===== src/rtl/led_pattern_ctrl.sv =====
// led_pattern_ctrl: one pattern engine feeding three RGB LED banks.
// A run/rate prescaler paces the engine, a button cycles through four
// pattern modes, and three buttons toggle the colour channels so colours mix.
module led_pattern_ctrl #(
    parameter int NB_LEDS    = 4,
    parameter int NB_SW      = 4,
    parameter int NB_BTN     = 4,
    parameter int NB_COUNTER = 32,
    parameter int RATE_BASE  = 2**20
) (
    input  logic               clock,
    input  logic               i_reset,
    input  logic [NB_SW-1:0]   i_sw,
    input  logic [NB_BTN-1:0]  i_btn,
    output logic [NB_LEDS-1:0] o_led_r,
    output logic [NB_LEDS-1:0] o_led_g,
    output logic [NB_LEDS-1:0] o_led_b,
    output logic [1:0]         o_mode,
    output logic               o_tick
);

    typedef enum logic [1:0] {
        MODE_SHIFT  = 2'd0,
        MODE_FLASH  = 2'd1,
        MODE_BOUNCE = 2'd2,
        MODE_COUNT  = 2'd3
    } mode_t;

    mode_t               mode;
    mode_t               mode_next;
    logic [NB_BTN-1:0]   btn_prev;
    logic [NB_BTN-1:0]   btn_edge;
    logic                mode_edge;
    logic                run;
    logic                reverse;
    logic [1:0]          rate_sel;
    logic [NB_COUNTER-1:0] counter;
    logic [NB_COUNTER-1:0] period_m1;
    logic                tick_now;
    logic [NB_LEDS-1:0]  pattern;
    logic [NB_LEDS-1:0]  pattern_next;
    logic [NB_LEDS-1:0]  pattern_init;
    logic                dir_right;
    logic                dir_right_next;
    logic                en_r;
    logic                en_g;
    logic                en_b;

    assign run       = i_sw[0];
    assign rate_sel  = i_sw[2:1];
    assign reverse   = i_sw[3];
    assign btn_edge  = i_btn & ~btn_prev;
    assign mode_edge = btn_edge[0];

    // The comparison is >= rather than == so that switching to a faster rate
    // while the counter is already past the new end still wraps on the next cycle.
    assign period_m1 = (NB_COUNTER'(RATE_BASE) << rate_sel) - NB_COUNTER'(1);
    assign tick_now  = run && (counter >= period_m1);

    // Mode register.
    always_ff @(posedge clock) begin
        if (i_reset) begin
            mode <= MODE_SHIFT;
        end else begin
            mode <= mode_next;
        end
    end

    // Next mode: a rising edge on the mode button steps round the four modes.
    always_comb begin
        mode_next = mode;
        if (mode_edge) begin
            case (mode)
                MODE_SHIFT:  mode_next = MODE_FLASH;
                MODE_FLASH:  mode_next = MODE_BOUNCE;
                MODE_BOUNCE: mode_next = MODE_COUNT;
                default:     mode_next = MODE_SHIFT;
            endcase
        end
    end

    // Mode output is the state register itself.
    always_comb begin
        o_mode = mode;
    end

    // Starting pattern of the mode being entered.
    always_comb begin
        pattern_init = '0;
        case (mode_next)
            MODE_SHIFT:  pattern_init = NB_LEDS'(1);
            MODE_BOUNCE: pattern_init = NB_LEDS'(1);
            default:     pattern_init = '0;
        endcase
    end

    // Pattern step taken on a tick; bounce flips direction when the lit bit reaches an end.
    always_comb begin
        pattern_next   = pattern;
        dir_right_next = dir_right;
        case (mode)
            MODE_SHIFT: begin
                if (reverse) begin
                    pattern_next = (pattern >> 1) | (pattern << (NB_LEDS - 1));
                end else begin
                    pattern_next = (pattern << 1) | (pattern >> (NB_LEDS - 1));
                end
            end
            MODE_FLASH: begin
                pattern_next = ~pattern;
            end
            MODE_BOUNCE: begin
                if (NB_LEDS == 1) begin
                    pattern_next = pattern;
                end else begin
                    pattern_next = dir_right ? (pattern >> 1) : (pattern << 1);
                    if (pattern_next[NB_LEDS-1]) begin
                        dir_right_next = 1'b1;
                    end else if (pattern_next[0]) begin
                        dir_right_next = 1'b0;
                    end
                end
            end
            default: begin
                if (reverse) begin
                    pattern_next = pattern - NB_LEDS'(1);
                end else begin
                    pattern_next = pattern + NB_LEDS'(1);
                end
            end
        endcase
    end

    // Button history and colour enables; a held button only acts on its first cycle.
    always_ff @(posedge clock) begin
        if (i_reset) begin
            btn_prev <= i_btn;
            en_r     <= 1'b1;
            en_g     <= 1'b0;
            en_b     <= 1'b0;
        end else begin
            btn_prev <= i_btn;
            en_r     <= en_r ^ btn_edge[1];
            en_g     <= en_g ^ btn_edge[2];
            en_b     <= en_b ^ btn_edge[3];
        end
    end

    // Prescaler and pattern engine; a mode change wins over a tick in the same cycle.
    always_ff @(posedge clock) begin
        if (i_reset) begin
            counter   <= '0;
            pattern   <= NB_LEDS'(1);
            dir_right <= 1'b0;
            o_tick    <= 1'b0;
        end else if (mode_edge) begin
            counter   <= '0;
            pattern   <= pattern_init;
            dir_right <= 1'b0;
            o_tick    <= 1'b0;
        end else if (tick_now) begin
            counter   <= '0;
            pattern   <= pattern_next;
            dir_right <= dir_right_next;
            o_tick    <= 1'b1;
        end else begin
            if (run) begin
                counter <= counter + NB_COUNTER'(1);
            end
            o_tick <= 1'b0;
        end
    end

    // LED banks show the pattern one cycle later, gated by each colour enable.
    always_ff @(posedge clock) begin
        if (i_reset) begin
            o_led_r <= '0;
            o_led_g <= '0;
            o_led_b <= '0;
        end else begin
            o_led_r <= en_r ? pattern : '0;
            o_led_g <= en_g ? pattern : '0;
            o_led_b <= en_b ? pattern : '0;
        end
    end

endmodule

===== config.mk =====
export PLATFORM = sky130hd
export DESIGN_NAME = led_pattern_ctrl
export DESIGN_NICKNAME = d
export VERILOG_FILES = /design/src/rtl/led_pattern_ctrl.sv
export SDC_FILE = /design/constraint.sdc
export NUM_CORES = 1
export LEC_CHECK = 0
export CAP_MARGIN = 20
export CORE_ASPECT_RATIO = 0.75
export CORE_MARGIN = 1.5
export CORE_UTILIZATION = 56
export DETAILED_ROUTE_END_ITERATION = 10
export PLACE_DENSITY = 0.78
export SYNTH_ARGS = -nofsm -noshare
export SYNTH_HDL_FRONTEND = slang
export SYNTH_SLANG_ARGS = --single-unit

===== constraint.sdc =====
create_clock -name clock -period 3.1 [get_ports clock]
set_clock_uncertainty 0.2 [all_clocks]
set_input_delay 0.465 -clock clock [delete_from_list [all_inputs] [get_ports clock]]
set_output_delay 0.465 -clock clock [all_outputs]
set_load 0.005 [all_outputs]

### After elaboration in Yosys (flattened, before gate mapping)

Cells that the tools add are included.

| storage, ports and cells | value |
|---|---|
| register bits | 59 |
| bits of input ports | 10 |
| output and inout bits | 15 |

| operators by class | value |
|---|---|
| $add $sub $neg | 4 |
| order comparisons | 1 |
| eq/ne operators | 3 |
| shift-type cells | 1 |
| multiplexer cells | 12 |
| bitwise logic cells | 11 |
| reductions and logical operators | 12 |

Operators by type and width:

| kind | count |
|---|---|
| $add 32x1->32 const B | 1 |
| $ge 32x32->1 | 1 |
| $shl 21x2->32 const A | 1 |
| $sub 32x2->32 const B | 1 |
| $mux 4 | 5 |
| $pmux 4 s3 | 1 |
| $reduce_or 2->1 | 5 |
| $not 4->4 | 2 |
| $pmux 2 s3 | 1 |
| $add 4x1->4 const B | 1 |
| $and 4x4->4 | 1 |
| $eq 2x2->1 const B | 2 |
| $logic_not 2->1 | 2 |
| $mux 1 | 4 |
| $or 3x4->4 | 1 |
| $or 4x1->4 | 1 |
| $reduce_bool 2->1 | 2 |
| $sub 4x1->4 const B | 1 |
| $not 1->1 | 3 |
| $reduce_and 3->1 | 1 |
| $reduce_or 3->1 | 1 |
| $xor 1x1->1 | 3 |
| $eq 2x1->1 const B | 1 |
| $mux 2 | 1 |
| $logic_and 1x1->1 | 1 |

### Depth between registers and ports, before layout

| logic depth | value |
|---|---|
| depth in word-level cells | 7 |
| gate-level depth with buffers | 8 |

### Least setup slack after synthesis

No wires, ideal clock.

| timing | value |
|---|---|
| kind | input to register |
| start point | input port i_sw[0] |
| end point | register counter[20] |
| arrival | 2003 ps |
| data required time | 2778 ps |
| slack | 776 ps |
| stages | 7 |
| buffers on the path | 2 |
| path through | buf_2 -> nand3_1 -> or4_4 -> or4_4 -> nand3_4 -> buf_6 -> a21oi_1 |

| between the ends | value |
|---|---|
| cells in the longest elaborated chain, start to end | 2 |

Ends and longest elaborated chain:

| what | RTL line | source |
|---|---|---|
| start, declared | 13 | `input logic [NB_SW-1:0] i_sw,` |
| $logic_and 1x1->1 | 58 | `assign tick_now = run && (counter >= period_m1);` |
| $reduce_or 3->1 (no line) | - |  |
| end signal, assigned | 168 | `counter <= counter + NB_COUNTER'(1);` |
| end, declared | 37 | `logic [NB_COUNTER-1:0] counter;` |

Parallel ways exist; a longest one is shown, timed or not.
A chain may end at the register's enable or synchronous reset.

### Final worst setup path

| timing | value |
|---|---|
| start point | input port i_sw[0] |
| end point | register counter[7] |

The elaborated chain is that of the path after synthesis.

==> reports/metrics.yaml <==
path_max_fanout: 15
dr_wl_met3_um: 312
clkLatencyLatePin_ns: 0.34
postPlaceCellArea_um2: 2960
cap_viol_max_count: 0
ys_warn_count: 0
synth_edf_count: 0
clock_path_buffers: 2
layout.nets: 346
drt-initial-drc-count: 243
cts_resized: 0
route.antenna.remaining_nets: 0
yosysUniqueCellTypes: 45
swShare: 0.228
comb_power_share: 0.061
grt_pass1_vias: 1991
grt_start_max_net_pins: 16
p_leak_nw: 1.22
crit_start: "i_sw[0]"
fin_cells: 386
seqCellArea_um2: 1180
dr.pass1.iters: 4
final_util: 0.701
cts_setup_buffers: 0
worst_slack_ns: 0.588
yosysSeqAreaShare: 0.445
insertedDiodeCount: 0
slew-limit-headroom: 0.592
setup_viol: 0
start_kind: "primary input"
crit_arrival_ns: 2.54
critical_path_class: "in -> reg"
p_int_w: 0.00124
wl_met2_um: 2350
cts.htree.levels: 3
grt_overflow: 0
yosys-top-cells-area: "dfxtp_1, nor2_1, xnor2_1, ha_1, xor2_1"
root_buffer: "clkbuf_8"
die_y_um: 62.6
grt_pass1_wl_um: 9290
synth.most_common_cell: "dfxtp_1"
synthesis.nets: 313
crit_required_ns: 3.13
multi_input_area_um2: 1380
synth.ff_latch_count: 59
status: "finished, final reports clean"
drive_above_1_share: 0.100
final_area_um2: 3170
cts.sinks: 59
rsz0062_at_grt: "no"
regToRegStartpoint: "counter[0]"
p_switching_w: 0.000366
hold_class: "reg -> reg"
reg2reg_depth: 7
route.detailed.drc: 0
ioPinCount: 25
met1_length_um: 2600
drv_slew: 0
vias_per_cell: 5.49
yosysTopAreaCell: "dfxtp_1"
syn-mean-instance-area_um2: 9.13
fillers: 347
worst_pin_slew_ns: 0.608
async_reset_ff_frac: 0
rows: 21
synth_top_area_frac: 0.445
fmax_mhz: 398
holdPathStages: 2
clock_power_share: 0.452
drt_wl_total_um: 5370
period_minus_slack_ns: 2.51
gp_congestion: 0.832
power.density_nw_per_um2: 507
ys.flop_type: "dfxtp_1"
fin_crit_sh: 0.810
cts_tree: "built"
hpwl_um: 3860
dp_slack_ns: 0.243
wl_per_cell_um: 13.9
place_inst: 370
core_um2: 4520
grt_use_total: 0.239
min_from: "counter[26]"
hold_viol: 0
die_x_um: 82.5
peakVddDrop_v: 0.000353
io_buffers: 24
netlist_area_um2: 2660
vias: 2120
cts_buffers: 9
synth_common_cells: "dfxtp_1, nor2_1, nand2_1"
area_growth_pct: 19.2
finalSetupTns_ns: 0
dieArea_um2: 5170
syn-instance-count: 291
initial_core_util: 0.588
cts_hold_buffers: 0
seqPwrFrac: 0.487
dr.max_layer_used: "met4"
antenna_found_initial: 0
clk_pin_slew_ns: 0.07
setup.worst_path.end_class: "register"
[area by class of cell]
class | count | area share
Timing Repair Buffer | 29 | 0.0877
Tap cell | 57 | 0.0225
Multi-Input combinational cell | 213 | 0.436
Clock buffer | 11 | 0.0478
Clock inverter | 5 | 0.0190
Sequential cell | 59 | 0.373
Inverter | 12 | 0.0142
[worst paths after layout]
path / end / slack [ns]
max: counter[7] / 0.59
min: counter[26] / 0.26
max reg2reg: counter[7] / 0.61
min reg2reg: counter[26] / 0.26
[per-layer routing]
layer	vias to the layer above	GRT usage
li1	1068	-
met1	978	0.343
met2	60	0.333
met3	14	0.0774
met4	0	0.0854
met5	-	0
[cell families after synthesis]
family | after synthesis | synth area share
xor+xnor | 29 | 0.0956
other cells | 1 | 0.00141
flops | 59 | 0.445
fa+ha+maj | 12 | 0.0593
mux | 2 | 0.00754
compound gates | 38 | 0.0942
simple gates | 131 | 0.261
buf+inv | 19 | 0.0358
[cell usage in the layout (no fill, tap or decap), types with 2 or more instances in the layout]
master | netlist | layout
mux2i_1 | 2 | 2
nand2_1 | 22 | 22
nor2b_1 | 4 | 4
a222oi_1 | 2 | 2
ha_1 | 11 | 11
or4_4 | 2 | 2
clkbuf_8 | 0 | 11
nand4_1 | 7 | 7
buf_4 | 0 | 5
nor2_2 | 2 | 2
a32oi_1 | 2 | 2
and4_1 | 3 | 3
xnor2_1 | 16 | 16
or3_2 | 2 | 2
xor2_1 | 13 | 13
nand3_1 | 8 | 8
nor2_1 | 43 | 43
clkdlybuf4s50_1 | 0 | 24
nor3_1 | 5 | 5
a21oi_1 | 13 | 13
o2bb2ai_1 | 3 | 3
inv_1 | 12 | 12
o21ai_0 | 8 | 8
and3_1 | 8 | 8
nor4_1 | 4 | 4
and2_1 | 14 | 14
o21ba_2 | 2 | 2
dfxtp_1 | 59 | 59
nand4b_1 | 2 | 2
[critical path: stages]
cell and delay, ns:
clkdlybuf4s50_1 0.48, nand3_1 0.13, or4_4 0.53, or4_4 0.46, nand3_4 0.21, buf_4 0.20
nor2_1 0.06
[state kept, by name, indices dropped and copies added (netlist names), named ones only]
name and cells:
o_led_b 4, en_r 1, en_g 1, counter 32
o_led_g 4, o_tick 1, o_led_r 4, pattern 4
btn_prev 4, dir_right 1, en_b 1
[power by group through the flow]
stage,clock [W],sequential [W],combinational (W)
2_1_floorplan,0,0.000796,0.0000652
3_3_place_gp,0,0.000798,0.0000954
3_5_place_dp,0,0.000799,0.0000979
4_1_cts,0.000737,0.000782,0.0000983
5_1_grt,0.000775,0.000784,0.000110
6_report,0.000725,0.000782,0.0000979
[per-stage QoR]
step,total power (W),hold slack (ns)
floorplan,0.000861,0.232
global placement,0.000894,0.249
detailed placement,0.000897,0.251
CTS,0.00162,0.259
global route,0.00167,0.305
finish,0.00160,0.261
Note: power is estimated with default switching activity, not from simulation.
==> RTL edit 1, RTL diff (same flow settings) <==
Put a register stage on the output `o_mode`. The value now appears one clock later. The other outputs are not delayed to match.
--- a/src/rtl/led_pattern_ctrl.sv
+++ b/src/rtl/led_pattern_ctrl.sv
@@ -26,4 +26,6 @@
         MODE_COUNT  = 2'd3
     } mode_t;
+
+    logic [1:0] o_mode_d;
 
     mode_t               mode;
@@ -82,5 +84,5 @@
     // Mode output is the state register itself.
     always_comb begin
-        o_mode = mode;
+        o_mode_d = mode;
     end
 
@@ -185,3 +187,7 @@
     end
 
+    always_ff @(posedge clock) begin
+        o_mode <= o_mode_d;
+    end
+
 endmodule
Function: changed (Yosys sat finds a counterexample within 4 cycles, from zero or initial values and one cycle with i_reset high).
==> RTL edit 1 against the original RTL <==
Sequential cell count up 2; total power up 5.4%; utilization up 0.79 points; routed wire length down 7.1%; critical path depth up 2; synthesized area up 3.9%; sequential share of layout area up 0.18 points; cell count down 0.52%; clock power up 8.0%; setup slack better by 0.076 ns; hold slack worse by 0.050 ns; final area up 2.9%.
==> RTL edit 1: results (changes against the original RTL) <==
Final layout
  • Total Nets Final: 344 (-0.58%)
  • Layout cells sized above 1: 12.5% (+2.5 points)

Critical path
  • Reg2reg start: counter[23]$_SDFFE_PP0P_
  • Critical-path top delay cell: clkdlybuf4s50_1
  • Family with the most delay on the worst path: buffers and inverters
  • Critical R2R Capture: counter[24]$_SDFFE_PP0P_
  • Max incr delay on CP: 0.50 ns (-0.03 ns)
  • CP Max Fanout: 24 (+9)
  • Reg-to-reg slack, setup: 0.90 ns (+0.29 ns)

Detailed routing
  • Met2 routed WL: 2180 um (-7.4%)
  • Routed len/inst: 13.0 um (-6.6%)
  • DRT Wirelength: 4990 um (-7.1%)
  • WL met1: 2440 um (-5.9%)
  • First DRT Iteration DRCs: 111 (-54%)
  • DR WL met3: 307 um (-1.6%)

Synth
  • Synth Net Count: 314 (+0.32%)
  • Post-synthesis mux area share: 1.95% (+1.2 points)
  • Adder-cell area share of the yosys netlist: 5.71% (-0.22 points)
  • Post-Synth XOR/XNOR Area: 9.84% (+0.27 points)
  • Most frequent cells after synthesis: dfxtp_1 (61), nor2_1 (38), xor2_1 (19), nand2_1 (15), nand4_1 (13)
  • Synth top area cells: dfxtp_1 (44%), xor2_1 (6.0%), nor2_1 (5.2%)
  • Synth cell types: 49 (+8.9%)
  • Compound-Gate Fraction of Synth Area: 9.70% (+0.28 points)

STA
  • Slew headroom: 53.8% (-5.4 points)
  • Worst hold margin: 0.211 ns (-0.0504 ns)

Pwr
  • Worst VDD drop: 405 uV (+15%)
  • Switching Fraction: 22.0% (-0.80 points)

Worst hold path
  • Hold EP: o_mode[1]$_DFF_P_
  • Min-Delay Path Depth: 0 (-2)

Place
  • Placement Cell Area: 3030 um2 (+2.7%)
  • Placer Congestion: 0.881 (+5.8%)

Global routing
  • GR met1 Demand/Resource: 28.6% (-5.7 points)
  • First-pass GRT wire length: 9070 um (-2.5%)
  • Vias in the first global route: 1,959 (-1.6%)

Outcome
  • Run status: completed
-- RTL edit 1: cell count changes in the layout (fill, tap and decap cells not counted), sizes merged, moves of 4 or more --
cell / unedited run / this run
nand4: 8 / 14
and3: 8 / 12
a31oi: 1 / 5
a21oi: 13 / 9
o211ai: 0 / 4
nand2: 22 / 15
xor2: 13 / 19
xnor2: 16 / 12
-- RTL edit 1: worst max-delay path by stage --
stage	startpoint	to	slack [ns]	cells past startpoint
after CTS	i_sw[2]	counter[24]$_SDFFE_PP0P_	0.66	9
after floorplan	i_sw[2]	counter[31]$_SDFFE_PP0P_	1.02	8
after global routing	i_sw[2]	counter[17]$_SDFFE_PP0P_	0.53	9
final	i_sw[2]	counter[17]$_SDFFE_PP0P_	0.66	9
after detailed placement	i_sw[2]	counter[24]$_SDFFE_PP0P_	0.30	9
after global placement	i_sw[2]	counter[28]$_SDFFE_PP0P_	0.34	9
-- RTL edit 1: layout make-up --
type                       instances  area [um2]  area share (%)
sequential                        61        1220            37.5
tap                               57        71.3            2.19
inverter                          10        37.5            1.15
multi-input combinational        212        1430            44.0
clock inverter                     6        86.3            2.65
clock buffer                      10         138            4.22
timing repair buffer              28         270            8.29
-- RTL edit 1: power by group through the flow --
stage,Sequential [mW],Clock (mW),Combinational [mW]
global route,0.810,0.832,0.113
floorplan,0.824,0,0.0710
detailed placement,0.827,0,0.101
global placement,0.826,0,0.0985
finish,0.809,0.783,0.101
CTS,0.809,0.794,0.101
-- RTL edit 1: metrics by stage --
step                worst slack [ns]  utilization [%]
detailed placement             0.305             66.0
global placement               0.337             66.0
global route                   0.532             70.9
CTS                            0.664             70.9
finish                         0.664             70.9
floorplan                       1.02                -
==> RTL edit 2, RTL diff (same flow settings) <==
Without the edit above. The parameter `NB_COUNTER` goes from 32 to 16.
--- a/src/rtl/led_pattern_ctrl.sv
+++ b/src/rtl/led_pattern_ctrl.sv
@@ -6,5 +6,5 @@
     parameter int NB_SW      = 4,
     parameter int NB_BTN     = 4,
-    parameter int NB_COUNTER = 32,
+    parameter int NB_COUNTER = 16,
     parameter int RATE_BASE  = 2**20
 ) (
Formal check against the unedited RTL: same outputs for any inputs over 10 cycles, from zero or initial values and one cycle with i_reset high; that may be too few to reach the edited logic, so the function may still have changed.
==> RTL edit 2 against the original RTL <==
Maximum frequency is 1.8% lower; sequential cell count shrank 16; total power shrank 36%; routed wire length fell by 23%; setup slack lost 0.047 ns; hold slack improved by 0.060 ns; final area decreased by 28%; cell count shrank 29%; synthesized area shrank 28%.
==> RTL edit 2: results (changes against the original RTL) <==
Outcome
  • Run status: completed

Detailed routing
  • DRT Wirelength: 4120 um (-23%)
  • First DRT Iteration DRCs: 121 (-50%)
  • Met2 routed WL: 1940 um (-18%)
  • WL met1: 1910 um (-26%)
  • Max layer used: met4
  • DR WL met3: 209 um (-33%)
  • Vias per cell: 5.96 (+8.6%)
  • Routed len/inst: 15.1 um (+8.4%)

STA
  • Total negative slack: 0 ns (unchanged)
  • Slew headroom: 63.4% (+4.3 points)

Synth
  • Synth Instances: 206 (-29%)
  • Synth cell types: 39 (-13%)
  • Sequential element share of the synthesized area: 44.9% (+0.44 points)
  • Post-synth ARST share: 0% (unchanged)
  • Most frequent cells after synthesis: dfxtp_1 (43), nor2_1 (16), nand2_1 (15), a21oi_1 (12), o21ai_0 (9)
  • Synth top area cells: dfxtp_1 (45%), ha_1 (4.6%), xnor2_1 (3.7%)
  • Synth Net Count: 224 (-28%)
  • Synth Flop Type: dfxtp_1

Global routing
  • GRT Util Overall: 23.0% (-0.93 points)
  • First-pass GRT wire length: 6720 um (-28%)
  • Vias in the first global route: 1,512 (-24%)
  • Initial antenna violation count: 0 (unchanged)

Critical path
  • Family with the most delay on the worst path: simple AND/OR/NAND/NOR gates
  • Crit path from: i_sw[0]
  • Max incr delay on CP: 0.66 ns (+0.13 ns)
  • Data arrival time of the worst path: 2.59 ns (+0.05 ns)
  • CP Max Fanout: 9 (-6)
  • Reg2reg start: counter[0]$_SDFFE_PP0P_
  • Critical-path top delay cell: or4_1

Place
  • Placer Congestion: 0.809 (-2.8%)
  • Placement Cell Area: 2180 um2 (-26%)
  • Placed Cells: 265 (-28%)
  • Dpl hpwl: 3040 um (-21%)
  • Pre-CTS setup slack: 0.227 ns (-0.0160 ns)
  • Port buffer count: 22 (-8.3%)

Final layout
  • Most flops, register: counter
  • Total Nets Final: 250 (-28%)
  • Layout cells sized above 1: 6.87% (-3.2 points)
  • FILL cells: 246 (-29%)
  • Number of antenna diodes: 0 (unchanged)
  • Max reg flops: 16 (-50%)
  • Area occupied by multi-input gates: 1010 um2 (-27%)

Worst hold path
  • Hold path start: en_b$_SDFF_PP0_
  • Worst hold path class: reg -> reg

Clock tree
  • H-tree depth: 2 (-1)
  • Total CTS buffers: 5 (-4)
  • Maximum clock insertion buffer count: 2 (unchanged)
  • CTS root buf: clkbuf_8
  • Cts repair resizes: 0 (unchanged)
  • Worst skew pair latency: 0.30 ns (-0.04 ns)

Pwr
  • Pleak: 0.803 nW (-34%)
  • Worst VDD drop: 256 uV (-27%)
[RTL edit 2: cell families after synthesis]
logic type               after synthesis  synth area share [%]
AND/OR/NAND/NOR                       87                  25.2
flip-flops                            43                  44.9
AO/OA/AOI/OAI                         36                  11.9
XOR/XNOR                              14                  6.40
buffers and inverters                 12                  2.48
adder cells (fa/ha/maj)                8                  5.61
multiplexers                           6                  3.46
[RTL edit 2: worst paths after layout]
path	to	slack [ns]	depth (start not counted)
worst max register to register	dir_right$_SDFFE_PP0P_	0.74	5
worst min register to register	o_led_b[0]$_SDFF_PP0_	0.32	1
worst min-delay path	o_led_b[0]$_SDFF_PP0_	0.32	1
worst max-delay path	dir_right$_SDFFE_PP0P_	0.54	5
[RTL edit 2: power by group]
part           switching [mW]  internal [mW]
clock                   0.203          0.161
combinational          0.0424         0.0460
sequential             0.0138          0.567
[RTL edit 2: routing by layer]
layer,up-vias,GRT usage (%)
li1,788,-
met1,785,29.1
met2,50,37.7
met3,5,5.43
met4,0,11.3
met5,-,0
[RTL edit 2: cell type report]
class | instances | share of cell area (%)
multi-input cells | 151 | 44.4
inverters | 8 | 1.32
repair buffers | 23 | 10.0
clock inverters | 3 | 1.10
clock buffers | 5 | 3.03
well taps | 40 | 2.20
flip-flops and latches | 43 | 37.9
[RTL edit 2: worst register-to-register path, cell delays in order (launching register included)]
cell	delay (ns)
dfxtp_1	0.38
ha_1	0.22
nand3_2	0.18
or4_1	0.66
or4_1	0.51
a21oi_1	0.14
